`config.mk`:
```
export PLATFORM = sky130hd
export DESIGN_NAME = i2c_target_ctrl
export DESIGN_NICKNAME = d
export VERILOG_FILES = /design/src/rtl/i2c_target_ctrl.sv
export SDC_FILE = /design/constraint.sdc
export NUM_CORES = 1
export LEC_CHECK = 0
export CAP_MARGIN = 15
export CORE_MARGIN = 4
export CORE_UTILIZATION = 51
export DETAILED_ROUTE_END_ITERATION = 7
export PLACE_DENSITY = 0.8
export SETUP_SLACK_MARGIN = 0.05
export SYNTH_ARGS = -nofsm -noshare
export SYNTH_HDL_FRONTEND = slang
export SYNTH_SLANG_ARGS = --single-unit
export TNS_END_PERCENT = 100
```
`constraint.sdc`:
```
create_clock -name clock -period 2.46 [get_ports clock]
set_input_delay 0.738 -clock clock [delete_from_list [all_inputs] [get_ports clock]]
set_output_delay 0.738 -clock clock [all_outputs]
set_load 0.01 [all_outputs]
```
`src/rtl/i2c_target_ctrl.sv`:
```
// I2C target protocol FSM: address, pointer, write-burst and read-burst sequencing
// driven by synchronized SCL strobes and sticky START/STOP flags.
//   state     | meaning
//   IDLE      | bus free, nothing driven
//   ADDR      | shifting the address byte
//   ADDR_ACK  | ACK slot after a matching address
//   PTR       | shifting the register pointer byte
//   PTR_ACK   | ACK slot after a valid pointer
//   WDATA     | shifting a write data byte
//   WDATA_ACK | ACK slot, memory write at entry
//   RDATA     | serializing a read byte onto SDA
//   RACK      | master ACK/NACK slot after a read byte
//   WAIT_STOP | transfer ignored until STOP or START
module i2c_target_ctrl #(
  parameter logic [6:0] DEV_ADDR = 7'h20,
  parameter int         NUM_REGS = 9
) (
  input  logic       clock,
  input  logic       reset,
  input  logic       start,
  input  logic       stop,
  input  logic       SCL_posedge,
  input  logic       SCL_negedge,
  input  logic [7:0] data_in,
  input  logic       bit_done,
  input  logic       master_ack,
  output logic       clear_start,
  output logic       clear_stop,
  output logic       shift_en,
  output logic       count_clear,
  output logic       count_en,
  output logic [4:0] ptr,
  output logic       ptr_load,
  output logic       we,
  output logic       send_ack,
  output logic       out_en,
  output logic       busy
);

  typedef enum logic [3:0] {
    IDLE, ADDR, ADDR_ACK, PTR, PTR_ACK, WDATA, WDATA_ACK, RDATA, RACK, WAIT_STOP
  } state_t;

  localparam logic [4:0] LAST_PTR   = 5'(NUM_REGS - 1);
  localparam logic [8:0] NUM_REGS_W = 9'(NUM_REGS);

  state_t state;
  logic   rw;
  logic   ack_r;

  function automatic logic [4:0] ptr_next(input logic [4:0] p);
    return (p == LAST_PTR) ? 5'd0 : p + 5'd1;
  endfunction

  always_ff @(posedge clock or posedge reset) begin
    if (reset) begin
      state       <= IDLE;
      rw          <= 1'b0;
      ack_r       <= 1'b0;
      ptr         <= 5'd0;
      clear_start <= 1'b0;
      clear_stop  <= 1'b1;
      count_clear <= 1'b1;
      shift_en    <= 1'b0;
      count_en    <= 1'b0;
      ptr_load    <= 1'b0;
      we          <= 1'b0;
      send_ack    <= 1'b0;
      out_en      <= 1'b0;
      busy        <= 1'b0;
    end else begin
      clear_start <= 1'b0;
      clear_stop  <= 1'b0;
      count_clear <= 1'b0;
      ptr_load    <= 1'b0;
      we          <= 1'b0;
      if (stop) begin
        state       <= IDLE;
        clear_stop  <= 1'b1;
        clear_start <= 1'b1;
        count_clear <= 1'b1;
        shift_en    <= 1'b0;
        count_en    <= 1'b0;
        send_ack    <= 1'b0;
        out_en      <= 1'b0;
        busy        <= 1'b0;
      end else if (start) begin
        // ptr is kept so a repeated START can read from the pointer just written
        state       <= ADDR;
        clear_start <= 1'b1;
        count_clear <= 1'b1;
        shift_en    <= 1'b1;
        count_en    <= 1'b1;
        send_ack    <= 1'b0;
        out_en      <= 1'b0;
        busy        <= 1'b1;
      end else begin
        case (state)
          ADDR: if (SCL_negedge && bit_done) begin
            shift_en <= 1'b0;
            count_en <= 1'b0;
            if (data_in[7:1] == DEV_ADDR) begin
              rw          <= data_in[0];
              send_ack    <= 1'b1;
              count_clear <= 1'b1;
              state       <= ADDR_ACK;
            end else begin
              state <= WAIT_STOP;
            end
          end
          ADDR_ACK: if (SCL_negedge) begin
            send_ack <= 1'b0;
            count_en <= 1'b1;
            if (rw) begin
              out_en <= 1'b1;
              state  <= RDATA;
            end else begin
              shift_en <= 1'b1;
              state    <= PTR;
            end
          end
          PTR: if (SCL_negedge && bit_done) begin
            shift_en <= 1'b0;
            count_en <= 1'b0;
            if ({1'b0, data_in} < NUM_REGS_W) begin
              ptr         <= data_in[4:0];
              ptr_load    <= 1'b1;
              send_ack    <= 1'b1;
              count_clear <= 1'b1;
              state       <= PTR_ACK;
            end else begin
              state <= WAIT_STOP;
            end
          end
          PTR_ACK: if (SCL_negedge) begin
            send_ack <= 1'b0;
            shift_en <= 1'b1;
            count_en <= 1'b1;
            state    <= WDATA;
          end
          WDATA: if (SCL_negedge && bit_done) begin
            shift_en    <= 1'b0;
            count_en    <= 1'b0;
            we          <= 1'b1;
            send_ack    <= 1'b1;
            count_clear <= 1'b1;
            state       <= WDATA_ACK;
          end
          WDATA_ACK: if (SCL_negedge) begin
            send_ack <= 1'b0;
            ptr      <= ptr_next(ptr);
            ptr_load <= 1'b1;
            shift_en <= 1'b1;
            count_en <= 1'b1;
            state    <= WDATA;
          end
          RDATA: if (SCL_negedge && bit_done) begin
            out_en   <= 1'b0;
            count_en <= 1'b0;
            state    <= RACK;
          end
          RACK: begin
            if (SCL_posedge) ack_r <= master_ack;
            // the pointer advances past every byte clocked out, ACKed or not
            if (SCL_negedge) begin
              ptr      <= ptr_next(ptr);
              ptr_load <= 1'b1;
              if (ack_r) begin
                count_clear <= 1'b1;
                out_en      <= 1'b1;
                count_en    <= 1'b1;
                state       <= RDATA;
              end else begin
                state <= WAIT_STOP;
              end
            end
          end
          default: ;
        endcase
      end
    end
  end

endmodule
```
==> out/qor.csv <==
stage;metric;value;unit
synth;Post-Synthesis Cell Area;1466;sq um
cells_and_area;final core occ;0.7205;
floorplanning;# IOs;31;
synth;Primary FF master, synth;dfrtp_1;
critical_path;Crit path buffers/inverters;1;
sta;final worst path period need;2378;ps
drt;DR vias/cell;6.461;
sta;Final setup viols;0;
floorplanning;starting density of the core;0.5318;
global_route;total global routing overflow;0;
drt;DRT Wirelength;4.297;mm
power_and_ir_drop;P_leak;0.8228;nW
cells_and_area;share of post-route cells with drive strength above 1;0.2243;
floorplanning;DIE AREA;3797;sq um
placed_design;Final GP Congestion;0.9428;
sta;worst slew pin tran;648.3;ps
worst_hold_path;worst hold path endpoint;busy$_DFFE_PP0N_;
floorplanning;core area;2758;sq um
critical_path;Setup Crit Path Kind;in2reg;
sta;FMAX;420.5;MHz
sta;RSZ-0062 raised after global routing;false;
synth;synth top area cells;dfrtp_1, dfstp_2, mux2i_1, mux2_2, nor2_1;
drt;Routed Antenna Nets;0;
critical_path;Crit path arrival time;2590;ps
power_and_ir_drop;Worst IR Drop VDD;0.3883;mV
synth;ys async rst share;1.000;
synth;Yosys top cell area share;0.3242;
cells_and_area;commonest cells after routing, fill and taps aside;clkdlybuf4s50_1, buf_4, dfrtp_1, nor2_1;
sta;final hold violations;0;
job;number of max-cap violations;0;
clock_network;Clock transition at path regs;120;ps
cells_and_area;P&R area growth vs syn;35.50;%
worst_hold_path;Worst Hold Class;reg2reg;
floorplanning;Site Rows;19;
synth;Netlist cell types;55;
cells_and_area;n_diodes;0;
synth;sequential-to-total area share from yosys stat;0.3601;
critical_path;CP endpoint kind;flop;
drt;1st-pass router iterations;5;
clock_network;CTS tree;yes;
sta;Final Skew;5.506;ps
critical_path;Cell Chain, Critical Path;clkdlybuf4s50_1 > or4_4 > or4_4 > and2_4 > a221o_1;
global_route;vias in the first global route;1454;
sta;Slew HR;0.5619;
sta;Slew Limit Fails;0;
critical_path;Crit path top cell by count;or4_4;
drt;Via Count;1583;
worst_hold_path;worst hold stages;2;
drt;Avg WL per Cell;17.54;microns
critical_path;reg2reg end;ptr[3]$_DFFE_PP0P_;
synth;Yosys reg bits;21;
sta;Final period util;0.9667;
clock_network;clock root cell;clkbuf_4;
critical_path;Required @ worst endpoint;2670;ps
clock_network;clock sink count;21;
synth;Synth Warn #;0;
clock_network;worst skew pair latency;320;ps
global_route;initial antenna violation count;0;
placed_design;DP Wirelength;3.270;mm
global_route;largest net degree at the start of global routing;22;
synth;number of synthesized flops with an enable pin;0;
floorplanning;Die X;61.62;microns
status;status;complete, no violations;
clock_network;CTS Buf Count;3;
synth;Syn Nets;183;
critical_path;Reg2Reg Depth;5;
cells_and_area;most common cell after layout, fill and taps aside;clkdlybuf4s50_1;
floorplanning;Die Y;61.62;microns
worst_hold_path;HP Start;busy$_DFFE_PP0N_;
synth;cell accounting for the most synthesized area;dfrtp_1;
critical_path;max incr delay on CP;540;ps
critical_path;Worst setup SP type;input pin;
placed_design;Buffers on Ports;30;
critical_path;R2R Path Start;state[1]$_DFFE_PP0P_;
global_route;total global-route track usage;0.2455;
critical_path;R2R setup slack;340;ps
power_and_ir_drop;Power Density;462.3;nW/um^2
critical_path;slowest stage cell, crit path;or4_4;
critical_path;delay-heaviest family, CP;simple AND/OR/NAND/NOR gates;
sta;setup tns final;0;ps
critical_path;CP max FO;4;
synth;cells after synthesis;165;
drt;number of remaining DRC errors;0;
drt;DR iter-0 viols;101;
clock_network;Max clock buf depth;2;
global_route;first-pass GRT wire length;6.900;mm
clock_network;H-tree levels;1;
synth;syn_area_per_cell;8.887;sq um
cells_and_area;Total Nets Final;233;
[flip-flops by register name, indices dropped and copies added (netlist names)]
name and count:
clear_stop 1, send_ack 1, ptr_load 1, busy 1
out_en 1, ack_r 1, clear_start 1, shift_en 1
count_clear 1, rw 1, we 1, state 4
ptr 5, count_en 1
[synthesized netlist by cell type (3+ instances only)]
cell type  instances
a21oi_1            6
o21ai_0            8
mux2i_1            5
nand2b_1           3
mux2_2             4
dfrtp_1           19
nand4bb_1          3
or2_2              4
a211oi_1           3
nor3_1             8
nor2_1            12
clkbuf_1           5
buf_2              3
nand2_1            9
a31oi_1            6
nand3_1            5
o22ai_1            4
nor2b_1            3
inv_1              9
[routing by layer]
metal | up-vias | wire length, microns | track usage
li1 | 730 | - | -
met1 | 729 | 1667 | 0.3312
met2 | 103 | 2002 | 0.3842
met3 | 21 | 510 | 0.04403
met4 | 0 | 116 | 0.1061
met5 | - | 0 | 0
[metrics by stage]
stage | total power [mW] | area [sq um] | setup slack [ps] | hold slack, ps | instances
detailed placement | 0.7409 | 1948 | -279.0 | 518.7 | 241
floorplan | 0.5833 | 1466 | 185.0 | 527.9 | 165
CTS | 0.9148 | 1983 | 74.08 | 540.7 | 245
finish | 0.9186 | 1987 | 82.03 | 533.3 | 245
global route | 0.9688 | 1987 | 61.98 | 564.5 | 245
global placement | 0.7299 | 1948 | -230.1 | 486.2 | 241
[worst max path at each step]
stage                     from            endpoint  slack (ps)  cells past startpoint
detailed placement  data_in[2]      rw$_DFFE_PP0P_        -280                      5
CTS                 data_in[2]      rw$_DFFE_PP0P_          70                      5
global placement    data_in[2]      rw$_DFFE_PP0P_        -230                      5
floorplan           data_in[2]      rw$_DFFE_PP0P_         190                      4
finish              data_in[4]  ptr[3]$_DFFE_PP0P_          80                      5
global route        data_in[4]  ptr[4]$_DFFE_PP0P_          60                      5
[area by class of cell]
type                            instances  area, sq um
Timing Repair Buffer                   54        480.5
Sequential cell                        21        528.0
Clock inverter                          1        7.507
Inverter                               10        37.54
Fill cell                             217        770.7
Multi-Input combinational cell        125        872.1
Clock buffer                            3        22.52
Tap cell                               31        38.79
[repair_timing]
action,4_1_cts,5_1_grt
hold buffers,0,0
pin swaps,0,1
resized for setup,1,1
setup buffers,0,0
endpoints found under the setup margin,1,1
[cell families after synthesis]
logic type | share of synthesized area
muxes | 0.06485
AOI/OAI and AO/OA | 0.2389
DFF | 0.3601
buffers and inverters | 0.05119
and+or+nand+nor | 0.2679
adders and majority gates | 0.01706
[worst register-to-register path, delay by kind of cell (launching register included)]
kind / cells / cell delay (ps)
simple gates: 2 / 790
compound gates: 2 / 540
flops: 1 / 480
buf+inv: 1 / 210
[power breakdown]
group / switching, mW / internal [mW] / total, mW
clock network: 0.115 / 0.0622 / 0.178
registers: 0.0461 / 0.380 / 0.426
logic: 0.150 / 0.165 / 0.315
total: 0.311 / 0.607 / 0.919
Note: power is estimated with default switching activity, not from simulation.
